==> src/rtl/pc_flag_unit_if.sv <==
// Signal bundle between the decoder/ALU side and pc_flag_unit.
// The master drives decode, ALU results and LUT loading; the slave returns PC, flags and status.
interface pc_flag_unit_if #(
  parameter int PC_W   = 10,
  parameter int LUT_AW = 4,
  parameter int CNT_W  = 16
) ();
  logic              start;
  logic              halt_req;
  logic              branch_ne;
  logic              branch_lt;
  logic [LUT_AW-1:0] lut_idx;
  logic              notequal;
  logic              lessthan;
  logic              sc_we;
  logic              sc_o;
  logic              lut_we;
  logic [LUT_AW-1:0] lut_waddr;
  logic [PC_W-1:0]   lut_wdata;
  logic [PC_W-1:0]   pc;
  logic              sc_in;
  logic              running;
  logic              done;
  logic [CNT_W-1:0]  instr_cnt;

  modport master (
    output start, halt_req, branch_ne, branch_lt, lut_idx,
           notequal, lessthan, sc_we, sc_o,
           lut_we, lut_waddr, lut_wdata,
    input  pc, sc_in, running, done, instr_cnt
  );

  modport slave (
    input  start, halt_req, branch_ne, branch_lt, lut_idx,
           notequal, lessthan, sc_we, sc_o,
           lut_we, lut_waddr, lut_wdata,
    output pc, sc_in, running, done, instr_cnt
  );
endinterface

==> src/rtl/pc_flag_unit.sv <==
// Program-flow stage after the ALU: PC with zero-penalty LUT branches, shift-carry
// flag, start/run/done control FSM and a saturating executed-instruction counter.
module pc_flag_unit #(
  parameter int PC_W   = 10,
  parameter int LUT_AW = 4,
  parameter int CNT_W  = 16
) (
  input  logic          clk,
  input  logic          reset_n,
  pc_flag_unit_if.slave bus
);

  localparam int LUT_N = 2 ** LUT_AW;

  typedef enum logic [1:0] {
    ST_IDLE = 2'd0,
    ST_RUN  = 2'd1,
    ST_DONE = 2'd2
  } state_e;

  typedef logic [PC_W-1:0] lut_t [LUT_N];

  state_e           state_q, state_d;
  logic [PC_W-1:0]  pc_q, pc_d;
  logic             sc_q, sc_d;
  logic [CNT_W-1:0] cnt_q, cnt_d;
  lut_t             lut_q, lut_d;

  logic [PC_W-1:0]  lut_rdata;
  logic             taken;
  logic [CNT_W-1:0] cnt_inc;

  // Read from the registered array, so a same-cycle write is only seen next cycle.
  assign lut_rdata = lut_q[bus.lut_idx];
  assign taken     = (bus.branch_ne & bus.notequal) | (bus.branch_lt & bus.lessthan);
  assign cnt_inc   = (cnt_q == {CNT_W{1'b1}}) ? cnt_q : cnt_q + CNT_W'(1);

  always_comb begin
    // NOTE: every always_comb output gets a default first so no path can infer a latch;
    // blocking '=' is correct here because this is combinational logic, not state.
    lut_d = lut_q;
    if (bus.lut_we) begin
      lut_d[bus.lut_waddr] = bus.lut_wdata;
    end
  end

  always_comb begin
    state_d = state_q;
    pc_d    = pc_q;
    sc_d    = sc_q;
    cnt_d   = cnt_q;

    unique case (state_q)
      ST_IDLE: begin
        pc_d = '0;
        if (bus.start) begin
          state_d = ST_RUN;
          sc_d    = 1'b0;
          cnt_d   = '0;
        end
      end

      ST_RUN: begin
        cnt_d = cnt_inc;
        if (bus.halt_req) begin
          state_d = ST_DONE;
        end else begin
          pc_d = taken ? lut_rdata : pc_q + PC_W'(1);
          if (bus.sc_we) begin
            sc_d = bus.sc_o;
          end
        end
      end

      ST_DONE: begin
        if (bus.start) begin
          state_d = ST_RUN;
          pc_d    = '0;
          sc_d    = 1'b0;
          cnt_d   = '0;
        end
      end

      default: begin
        state_d = ST_IDLE;
        pc_d    = '0;
        sc_d    = 1'b0;
        cnt_d   = '0;
      end
    endcase
  end

  // NOTE: sequential state uses non-blocking '<=' so all flops update from pre-edge values.
  always_ff @(posedge clk or negedge reset_n) begin
    if (!reset_n) begin
      state_q <= ST_IDLE;
      pc_q    <= '0;
      sc_q    <= 1'b0;
      cnt_q   <= '0;
    end else begin
      state_q <= state_d;
      pc_q    <= pc_d;
      sc_q    <= sc_d;
      cnt_q   <= cnt_d;
    end
  end

  // NOTE: the target table must clear on reset, so it is built from resettable flops
  // rather than a RAM macro, which could not be cleared asynchronously.
  always_ff @(posedge clk or negedge reset_n) begin
    if (!reset_n) begin
      for (int i = 0; i < LUT_N; i++) begin
        lut_q[i] <= '0;
      end
    end else begin
      lut_q <= lut_d;
    end
  end

  assign bus.pc        = pc_q;
  assign bus.sc_in     = sc_q;
  assign bus.running   = (state_q == ST_RUN);
  assign bus.done      = (state_q == ST_DONE);
  assign bus.instr_cnt = cnt_q;

endmodule

==> src/flat_wrapper.sv <==
// flat-port wrapper written by rule: the top's interface ports become plain ports
module pc_flag_unit_flat 
#(
  parameter int PC_W   = 10,
  parameter int LUT_AW = 4,
  parameter int CNT_W  = 16
)
  (clk, reset_n, bus_start, bus_halt_req, bus_branch_ne, bus_branch_lt, bus_lut_idx, bus_notequal, bus_lessthan, bus_sc_we, bus_sc_o, bus_lut_we, bus_lut_waddr, bus_lut_wdata, bus_pc, bus_sc_in, bus_running, bus_done, bus_instr_cnt);
  pc_flag_unit_if #(.PC_W(PC_W), .LUT_AW(LUT_AW), .CNT_W(CNT_W)) bus_i ();
  input  logic clk;
  input  logic reset_n;
  input wire logic [$bits(bus_i.start)-1:0] bus_start;
  input wire logic [$bits(bus_i.halt_req)-1:0] bus_halt_req;
  input wire logic [$bits(bus_i.branch_ne)-1:0] bus_branch_ne;
  input wire logic [$bits(bus_i.branch_lt)-1:0] bus_branch_lt;
  input wire logic [$bits(bus_i.lut_idx)-1:0] bus_lut_idx;
  input wire logic [$bits(bus_i.notequal)-1:0] bus_notequal;
  input wire logic [$bits(bus_i.lessthan)-1:0] bus_lessthan;
  input wire logic [$bits(bus_i.sc_we)-1:0] bus_sc_we;
  input wire logic [$bits(bus_i.sc_o)-1:0] bus_sc_o;
  input wire logic [$bits(bus_i.lut_we)-1:0] bus_lut_we;
  input wire logic [$bits(bus_i.lut_waddr)-1:0] bus_lut_waddr;
  input wire logic [$bits(bus_i.lut_wdata)-1:0] bus_lut_wdata;
  output wire logic [$bits(bus_i.pc)-1:0] bus_pc;
  output wire logic [$bits(bus_i.sc_in)-1:0] bus_sc_in;
  output wire logic [$bits(bus_i.running)-1:0] bus_running;
  output wire logic [$bits(bus_i.done)-1:0] bus_done;
  output wire logic [$bits(bus_i.instr_cnt)-1:0] bus_instr_cnt;
  assign bus_i.start = bus_start;
  assign bus_i.halt_req = bus_halt_req;
  assign bus_i.branch_ne = bus_branch_ne;
  assign bus_i.branch_lt = bus_branch_lt;
  assign bus_i.lut_idx = bus_lut_idx;
  assign bus_i.notequal = bus_notequal;
  assign bus_i.lessthan = bus_lessthan;
  assign bus_i.sc_we = bus_sc_we;
  assign bus_i.sc_o = bus_sc_o;
  assign bus_i.lut_we = bus_lut_we;
  assign bus_i.lut_waddr = bus_lut_waddr;
  assign bus_i.lut_wdata = bus_lut_wdata;
  assign bus_pc = bus_i.pc;
  assign bus_sc_in = bus_i.sc_in;
  assign bus_running = bus_i.running;
  assign bus_done = bus_i.done;
  assign bus_instr_cnt = bus_i.instr_cnt;
  pc_flag_unit #(.PC_W(PC_W), .LUT_AW(LUT_AW), .CNT_W(CNT_W)) u_core (.clk(clk), .reset_n(reset_n), .bus(bus_i));
endmodule
==> config.mk <==
export PLATFORM = sky130hd
export DESIGN_NAME = pc_flag_unit_flat
export DESIGN_NICKNAME = d
export VERILOG_FILES = /design/src/rtl/pc_flag_unit_if.sv /design/src/rtl/pc_flag_unit.sv /design/src/flat_wrapper.sv
export SDC_FILE = /design/constraint.sdc
export NUM_CORES = 1
export LEC_CHECK = 0
export BUFFER_PORTS_ARGS = -buffer_cell sky130_fd_sc_hd__buf_4
export CAP_MARGIN = 25
export CORE_MARGIN = 4
export CORE_UTILIZATION = 40
export CTS_CLUSTER_SIZE = 24
export DETAILED_ROUTE_END_ITERATION = 16
export PLACE_DENSITY = 0.57
export SYNTH_ARGS = -nofsm -noshare
export SYNTH_HDL_FRONTEND = slang
export SYNTH_SLANG_ARGS = --single-unit
==> constraint.sdc <==
create_clock -name clk -period 2.5 [get_ports clk]
set_input_delay 0.5 -clock clk [delete_from_list [all_inputs] [get_ports clk]]
set_output_delay 0.5 -clock clk [all_outputs]
set_load 0.005 [all_outputs]
==> impl_metrics.toml, run 1 <==
[detailed_routing]
wire_per_inst_um = 22.5
vias = 5762
drtPass1Iterations = 4
wirelength_um = 22700
avgViaCountPerCell = 5.71
drt-initial-drc-count = 307
drc = 0
postRouteAntennaNets = 0

[setup_path]
cpLargestDelayFamily = "compound AO/OA/AOI/OAI gates"
critPathBufInv = 0
worstPathMaxFanout = 8
cpPeakStageDelay_ns = 0.46
arrival_ns = 2.33
end_kind = "flop"
path_cells = "ha_1 > nand2_1 > nor2_1 > a311o_1 > o211a_1 > a211o_1"
r2r_end = "u_core.bus.instr_cnt[13]$_DFFE_PN0P_"
r2r_cells = 6
crit_slowest_cell = "a311o_1"
r2r_setup_slack_ns = 0.50
r2r_start = "u_core.bus.instr_cnt[0]$_DFFE_PN0P_"
critical_path_class = "flop to flop"
startpoint_type = "flop"
cp.required_ns = 2.82

[floorplan]
num_rows = 54
core_um2 = 22000
die_x_um = 158
io_pins = 58
start_util_pct = 40.9
die_height_um = 158
fp.dieArea_um2 = 24900

[global_route]
grt-ovfl-total = 0
grt_pass1_wl_um = 35400
grt_pass1_vias = 6054
grt_usage_pct = 18.9
grt_max_degree = 55
antenna_found_initial = 0

[timing]
finalClockSkew_ns = 0.0131
tns_ns = 0
fmax_mhz = 500
min_period_ns = 2.00
finalCritPeriodShare_pct = 80.0
finalWorstSetupSlack_ns = 0.499
setup_viol = 0
max_slew_margin_pct = 50.1
hold_viol = 0
worst_pin_slew_ns = 0.739
slew_viol_final = 0
rsz0062_at_grt = "no"

[synthesis]
yosys_warnings = 0
syn_inst = 640
async_flop_share_pct = 100
synth_area_um2 = 8990
synth-main-ff-cell = "dfrtp_1"
ys_ff_latch = 189
synth_cell_types = 58
postSynthAreaPerCell_um2 = 14.0
synth.net_count = 671
synth-seq-area-share_pct = 52.6
synth_edf_count = 0

[power]
leakagePower_nw = 4.62
switching_share_pct = 27.0
clkPwrFrac_pct = 32.2
p_switching_mw = 2.24
comb_power_share_pct = 18.9
p_int_mw = 6.05
p_per_area_nw_per_um2 = 791
seqPwrFrac_pct = 48.9
peakVddDrop_uv = 482

[clocking]
cts_buffer_depth = 2
postCtsSetupBuffers = 0
cts_tree = "done"
htree_num_levels = 4
cts.sinks = 189
clkLatencyLatePin_ns = 0.43
cts_root_buf = "clkbuf_16"
cts_inserted_buffers = 17
clk_pin_slew_worst_paths_ns = 0.08

[placed_design]
pre_cts_ws_ns = 0.152
port_buffers = 57
globalplace.congestion = 0.756
hpwl_um = 15100
placed_area_um2 = 9900

[cells_and_area]
multi_input_area_um2 = 4060
fin_area_um2 = 10500
n_fill_cell = 1923
num_antenna_cells = 0
mostFrequentLayoutCell = "dfrtp_1"
mostFrequentLayoutCells = "dfrtp_1 (189), mux2_2 (164), buf_4 (88)"
post_route_cells_drive_above_1_share_pct = 44.4
finalNetCount = 747
seq_area_um2 = 4730
area_delta_synth_final_pct = 16.6

[min_path]
min_path_cells = 3
hp-class = "primary input to flop"
whs_endpoint = "u_core.state_q[0]$_DFFE_PN0P_"
min-delay-start = "bus_start"

[run_status]
status = "completed"

[flow_run]
drv_cap = 0
-- synthesized netlist by cell type (all sizes together), types with 2 or more instances --
| cell | count | area, µm² |
|---|---|---|
| a21oi | 9 | 45.0 |
| or2 | 2 | 12.5 |
| nand4 | 6 | 37.5 |
| a22o | 3 | 27.5 |
| ha | 2 | 25.0 |
| nor3b | 2 | 20.0 |
| buf | 14 | 92.6 |
| nand3b | 6 | 45.0 |
| nor2b | 2 | 12.5 |
| and3 | 4 | 25.0 |
| a41oi | 2 | 17.5 |
| mux2 | 164 | 1850 |
| o21ai | 17 | 85.1 |
| a22oi | 2 | 15.0 |
| o31ai | 3 | 22.5 |
| mux2i | 18 | 180 |
| a311o | 2 | 20.0 |
| clkbuf | 22 | 82.6 |
| a21o | 5 | 37.5 |
| nor4 | 4 | 25.0 |
| nand2b | 3 | 18.8 |
| nor3 | 4 | 25.0 |
| mux4 | 38 | 912 |
| o22ai | 2 | 12.5 |
| or3 | 5 | 31.3 |
| o211ai | 6 | 45.0 |
| nand2 | 25 | 93.8 |
| nor2 | 30 | 133 |
| or4 | 3 | 22.5 |
| a31oi | 4 | 25.0 |
| a211o | 2 | 17.5 |
| inv | 6 | 22.5 |
| dfrtp | 189 | 4730 |
| nand3 | 19 | 95.1 |
-- flip-flops by register name (all words and copies together), names as in the netlist --
| signal | flops |
|---|---|
| u_core.bus.instr_cnt | 16 |
| u_core.bus.sc_in | 1 |
| u_core.state_q | 2 |
| u_core.bus.pc | 10 |
| u_core.lut_q | 160 |
-- area by class of cell --
type | count | share of cell area [%]
sequential | 189 | 45.1
multi-input combinational | 409 | 38.8
timing repair buffer | 93 | 7.08
clock buffer | 18 | 4.09
tap | 280 | 3.34
clock inverter | 14 | 1.42
inverter | 6 | 0.215
-- worst register-to-register path: cells and delay by family, from the launching register on --
family,cells,cell delay [ns]
AO/OA/AOI/OAI,3,0.97
adder cells (fa/ha/maj),1,0.28
flip-flops,1,0.44
AND/OR/NAND/NOR,2,0.20
-- stage by stage --
stage / cells / util, % / total power [mW] / hold slack (ns)
3_5_place_dp: 976 / 45.1 / 5.70 / 0.416
6_report: 1009 / 47.8 / 8.30 / 0.331
4_1_cts: 1009 / 47.8 / 8.38 / 0.314
3_3_place_gp: 976 / 45.1 / 5.60 / 0.414
2_1_floorplan: 640 / - / 5.12 / 0.204
5_1_grt: 1009 / 47.8 / 8.73 / 0.326
-- per-layer routing --
metal | wire length [µm] | part of all wire (%) | GRT usage [%]
met5 | 0 | 0 | 0
met4 | 295 | 1.3 | 4.22
met3 | 1610 | 7.1 | 4.43
met2 | 10700 | 47 | 29.7
met1 | 10200 | 45 | 27.0
-- cells by family after synthesis --
kind of cell	synth area share [%]
xor gates and xnor gates	0.0974
and+or+nand+nor	6.83
buffers and inverters	2.20
AOI/OAI and AO/OA	5.30
adders and majority gates	0.278
DFF	52.6
muxes	32.7
-- how the worst max path moves through the flow --
stage / startpoint / endpoint / slack, ns / depth (start not counted)
3_5_place_dp: bus_lut_idx[0] / u_core.bus.pc[0]$_DFFE_PN0P_ / 0.15 / 6
4_1_cts: u_core.bus.instr_cnt[0]$_DFFE_PN0P_ / u_core.bus.instr_cnt[13]$_DFFE_PN0P_ / 0.51 / 6
5_1_grt: u_core.bus.instr_cnt[1]$_DFFE_PN0P_ / u_core.bus.instr_cnt[2]$_DFFE_PN0P_ / 0.39 / 6
3_3_place_gp: bus_lut_idx[0] / u_core.bus.pc[0]$_DFFE_PN0P_ / 0.14 / 6
6_report: u_core.bus.instr_cnt[0]$_DFFE_PN0P_ / u_core.bus.instr_cnt[13]$_DFFE_PN0P_ / 0.50 / 6
2_1_floorplan: bus_lut_idx[1] / u_core.bus.pc[1]$_DFFE_PN0P_ / 0.49 / 6
-- what timing repair did --
action | 4_1_cts | 5_1_grt
endpoints found under the setup margin | 0 | 0
hold endpoints to repair | 29 | 0
hold buffers | 1 | 0
gates resized for setup | 0 | 0
-- power by group through the flow --
stage                     combinational, mW  clock (mW)  sequential (mW)
after floorplan                        1.14           0             3.98
after global placement                 1.53           0             4.07
after detailed placement               1.58           0             4.12
after CTS                              1.59        2.74             4.06
after global routing                   1.72        2.88             4.14
final                                  1.57        2.67             4.06
Power figures use the tool's default switching activity.
==> run 2: changes to the inputs <==
==> constraint.sdc (replaced) <==
create_clock -name clk -period 2.1 [get_ports clk]
set_input_delay 0.42 -clock clk [delete_from_list [all_inputs] [get_ports clk]]
set_output_delay 0.42 -clock clk [all_outputs]
set_load 0.005 [all_outputs]
==> impl_metrics.toml, run 2 (same netlist as run 1, synthesis figures left out) <==
[floorplan]
core_um2 = 22000
start_util_pct = 40.9
fp.dieArea_um2 = 24900
die_x_um = 158
die_height_um = 158
io_pins = 58
num_rows = 54

[setup_path]
worstPathMaxFanout = 19
critical_path_class = "flop to output pin"
end_kind = "output pin"
arrival_ns = 1.53
cp.required_ns = 1.68
startpoint_type = "flop"

[detailed_routing]
drtPass1Iterations = 6
avgViaCountPerCell = 5.70
drc = 0
drt-initial-drc-count = 376
postRouteAntennaNets = 0
vias = 5855
wire_per_inst_um = 22.9
wirelength_um = 23500

[global_route]
grt-ovfl-total = 0
grt_util_met3_pct = 3.25
antenna_found_initial = 0
use_met2_pct = 31.1
grt-busiest-layer = "met2"
grt_pass1_vias = 6115
grt_usage_pct = 19.5
grt_pass1_wl_um = 36300
met1_usage_pct = 27.8
grt_max_degree = 48

[clocking]
cts_buffer_depth = 2
cts_tree = "done"
clkLatencyLatePin_ns = 0.43
cts_root_buf = "clkbuf_16"
cts.sinks = 189
cts_inserted_buffers = 17
clk_pin_slew_worst_paths_ns = 0.07
htree_num_levels = 4

[power]
power_mw = 9.96
peakVddDrop_uv = 527
leakagePower_nw = 4.74
p_per_area_nw_per_um2 = 930

[placed_design]
globalplace.congestion = 0.802
hpwl_um = 15700
port_buffers = 57

[cells_and_area]
mostFrequentLayoutCells = "dfrtp_1 (189), mux2_2 (164), buf_4 (99)"
fin_util_pct = 48.8
mostFrequentLayoutCell = "dfrtp_1"
area_delta_synth_final_pct = 19.2
largest_reg_flops = 160
finalNetCount = 765
post_route_cells_drive_above_1_share_pct = 45.8
top_register = "u_core.lut_q"

[timing]
fmax_mhz = 512
holdWs_ns = 0.238
slew_viol_final = 0
hold_viol = 0
rsz0062_at_grt = "no"
tns_ns = 0
worst_pin_slew_ns = 0.526
finalClockSkew_ns = 0.00899
finalCritPeriodShare_pct = 93.0
min_period_ns = 1.95
max_slew_margin_pct = 64.9
setup_viol = 0

[min_path]
hp-class = "primary input to flop"

[run_status]
status = "completed"

[flow_run]
drv_cap = 0
==> run 2: power by group <==
group	internal (mW)	switching (mW)	total (mW)
combinational	1.17	0.766	1.94
sequential	4.40	0.423	4.83
clock	1.79	1.41	3.19
==> run 2: timing repair <==
| item | CTS | global route |
|---|---|---|
| hold buffers | 1 | 0 |
| setup buffers | 0 | 0 |
| endpoints found under the hold margin | 40 | 0 |
| resized for setup | 0 | 0 |
==> run 2: critical path, stage by stage, from the launching register on <==
cell      delay, ns
dfrtp_1        0.42
nand2b_1       0.20
inv_1          0.09
buf_4          0.23
buf_4          0.15
==> run 2: final cells by class <==
cell class,instances,area [µm²]
Multi-Input combinational cell,409,4060
Inverter,6,22.5
Clock inverter,13,141
Fill cell,1904,11200
Timing Repair Buffer,111,965
Clock buffer,18,439
Sequential cell,189,4730
Antenna cell,1,2.50
Tap cell,280,350
==> run 2: per-stage QoR <==
step           std cells  setup WS (ns)  area [µm²]
4_1_cts             1026          0.141       10700
5_1_grt             1026         0.0680       10700
3_5_place_dp         994         -0.124       10100
2_1_floorplan        640          0.171        8990
6_report            1027          0.147       10700
3_3_place_gp         994        -0.0713       10100
==> run 2: metal layers <==
layer	part of all wire (%)	wire (µm)	vias up
met2	48	11200	151
met1	47	11000	3065
li1	-	-	2615
met3	4.3	1010	24
met5	0	0	-
met4	1.4	329	0
==> run 2: final timing paths <==
kind	from	endpoint	slack, ns	cells after the start
max	u_core.state_q[1]$_DFFE_PN0P_	bus_running	0.15	4
min	bus_sc_o	u_core.bus.sc_in$_DFFE_PN0P_	0.24	2
max reg2reg	u_core.state_q[1]$_DFFE_PN0P_	u_core.bus.pc[5]$_DFFE_PN0P_	0.17	5
min reg2reg	u_core.bus.sc_in$_DFFE_PN0P_	u_core.bus.sc_in$_DFFE_PN0P_	0.50	1
max in group asynchronous	reset_n	u_core.lut_q[29]$_DFFE_PN0P_	0.90	3
min in group asynchronous	reset_n	u_core.bus.instr_cnt[11]$_DFFE_PN0P_	0.51	2
==> run 3: changes to the inputs <==
--- a/config.mk
+++ b/config.mk
@@ -11,7 +11,7 @@
 export CORE_UTILIZATION = 40
 export CTS_CLUSTER_SIZE = 24
 export DETAILED_ROUTE_END_ITERATION = 16
-export PLACE_DENSITY = 0.57
+export PLACE_DENSITY = 0.59
 export SYNTH_ARGS = -nofsm -noshare
 export SYNTH_HDL_FRONTEND = slang
 export SYNTH_SLANG_ARGS = --single-unit
==> constraint.sdc (replaced) <==
create_clock -name clk -period 1.7 [get_ports clk]
set_input_delay 0.34 -clock clk [delete_from_list [all_inputs] [get_ports clk]]
set_output_delay 0.34 -clock clk [all_outputs]
set_load 0.005 [all_outputs]
==> impl_metrics.toml, run 3 (same netlist as run 1, synthesis figures left out) <==
[cells_and_area]
stdcell_count = 1078
num_antenna_cells = 0
fin_area_um2 = 11300
top_register = "u_core.lut_q"
mostFrequentLayoutCells = "dfrtp_1 (189), mux2_2 (163), buf_4 (140)"
post_route_cells_drive_above_1_share_pct = 51.8
fin_util_pct = 51.4
n_fill_cell = 1845
area_delta_synth_final_pct = 25.5
finalNetCount = 817
mostFrequentLayoutCell = "dfrtp_1"
largest_reg_flops = 160

[clocking]
clk_pin_slew_worst_paths_ns = 0.07
htree_num_levels = 4
cts_tree = "done"
cts_inserted_buffers = 17
cts.sinks = 189
cts_buffer_depth = 2
clkLatencyLatePin_ns = 0.43
cts_root_buf = "clkbuf_16"

[placed_design]
globalplace.congestion = 0.837
dp.cells = 1039
placed_area_um2 = 10600
hpwl_um = 16300
port_buffers = 57
pre_cts_ws_ns = -0.337

[detailed_routing]
drtPass1Iterations = 4
avgViaCountPerCell = 5.64
drt-initial-drc-count = 379
postRouteAntennaNets = 0
wirelength_um = 23200
vias = 6078
wire_per_inst_um = 21.5
drc = 0

[setup_path]
r2r_cells = 6
arrival_ns = 2.05
cp.required_ns = 2.05
startpoint_type = "flop"
worstPathMaxFanout = 7
end_kind = "flop"
critical_path_class = "flop to flop"

[timing]
min_period_ns = 1.71
finalClockSkew_ns = 0.0116
finalWorstSetupSlack_ns = -0.00739
hold_viol = 0
holdWs_ns = 0.155
max_slew_margin_pct = 63.5
worst_pin_slew_ns = 0.543
finalCritPeriodShare_pct = 100
rsz0062_at_grt = "yes"
setup_viol = 1
tns_ns = -0.00739
slew_viol_final = 0
fmax_mhz = 586

[power]
p_per_area_nw_per_um2 = 1130
power_mw = 12.7
leakagePower_nw = 5.03
peakVddDrop_uv = 601

[floorplan]
io_pins = 58
start_util_pct = 40.9
fp.dieArea_um2 = 24900
core_um2 = 22000
num_rows = 54
die_height_um = 158
die_x_um = 158

[global_route]
antenna_found_initial = 0
grt_pass1_wl_um = 36800
grt-ovfl-total = 0
grt_pass1_vias = 6538
grt_max_degree = 43
grt_usage_pct = 19.4

[run_status]
violations = "negative setup slack"
status = "complete, but fails checks"

[min_path]
min_path_cells = 2
hp-class = "primary input to flop"

[flow_run]
drv_cap = 0
==> run 3: per-layer routing <==
layer,global-route usage (%),wire length [µm],vias to the layer above
met3,3.64,1070,30
met5,0,0,-
met1,26.4,10400,3190
met4,5.86,473,0
li1,-,-,2703
met2,31.9,11300,155
==> run 3: final cells by class <==
| type | instances | area [µm²] | area share (%) |
|---|---|---|---|
| Clock buffer | 26 | 499 | 4.42 |
| Clock inverter | 5 | 105 | 0.931 |
| Inverter | 6 | 22.5 | 0.200 |
| Multi-Input combinational cell | 409 | 4090 | 36.2 |
| Sequential cell | 189 | 4730 | 41.9 |
| Tap cell | 280 | 350 | 3.10 |
| Timing Repair Buffer | 163 | 1490 | 13.2 |
==> run 3: final timing paths <==
check	from	end	slack, ns
worst max-delay path	u_core.bus.instr_cnt[0]$_DFFE_PN0P_	u_core.bus.instr_cnt[11]$_DFFE_PN0P_	-0.007
worst min-delay path	bus_sc_o	u_core.bus.sc_in$_DFFE_PN0P_	0.16
worst max register to register	u_core.bus.instr_cnt[0]$_DFFE_PN0P_	u_core.bus.instr_cnt[11]$_DFFE_PN0P_	-0.007
worst min register to register	u_core.bus.sc_in$_DFFE_PN0P_	u_core.bus.sc_in$_DFFE_PN0P_	0.50
max in group asynchronous	reset_n	u_core.lut_q[60]$_DFFE_PN0P_	0.66
min in group asynchronous	reset_n	u_core.bus.instr_cnt[13]$_DFFE_PN0P_	0.40
==> run 3: worst max-delay path: stages (launching register included) <==
cell	delay, ns
dfrtp_1	0.39
ha_2	0.21
nand2_4	0.10
nor2_2	0.04
a311o_2	0.36
or4_1	0.42
o211ai_1	0.10
==> run 3: report_power, final <==
part / switching [mW] / leakage [nW] / internal, mW
clock: 1.63 / 0.287 / 2.47
sequential: 0.527 / 2.36 / 5.44
combinational: 1.03 / 2.38 / 1.60
total: 3.19 / 5.03 / 9.52
==> run 3: what timing repair did <==
item | CTS | global route
resized for setup | 10 | 14
hold endpoints to repair | 32 | 0
pin swaps | 5 | 1
hold buffers | 1 | 0
buffers inserted | 6 | 1
endpoints found under the setup margin | 7 | 20
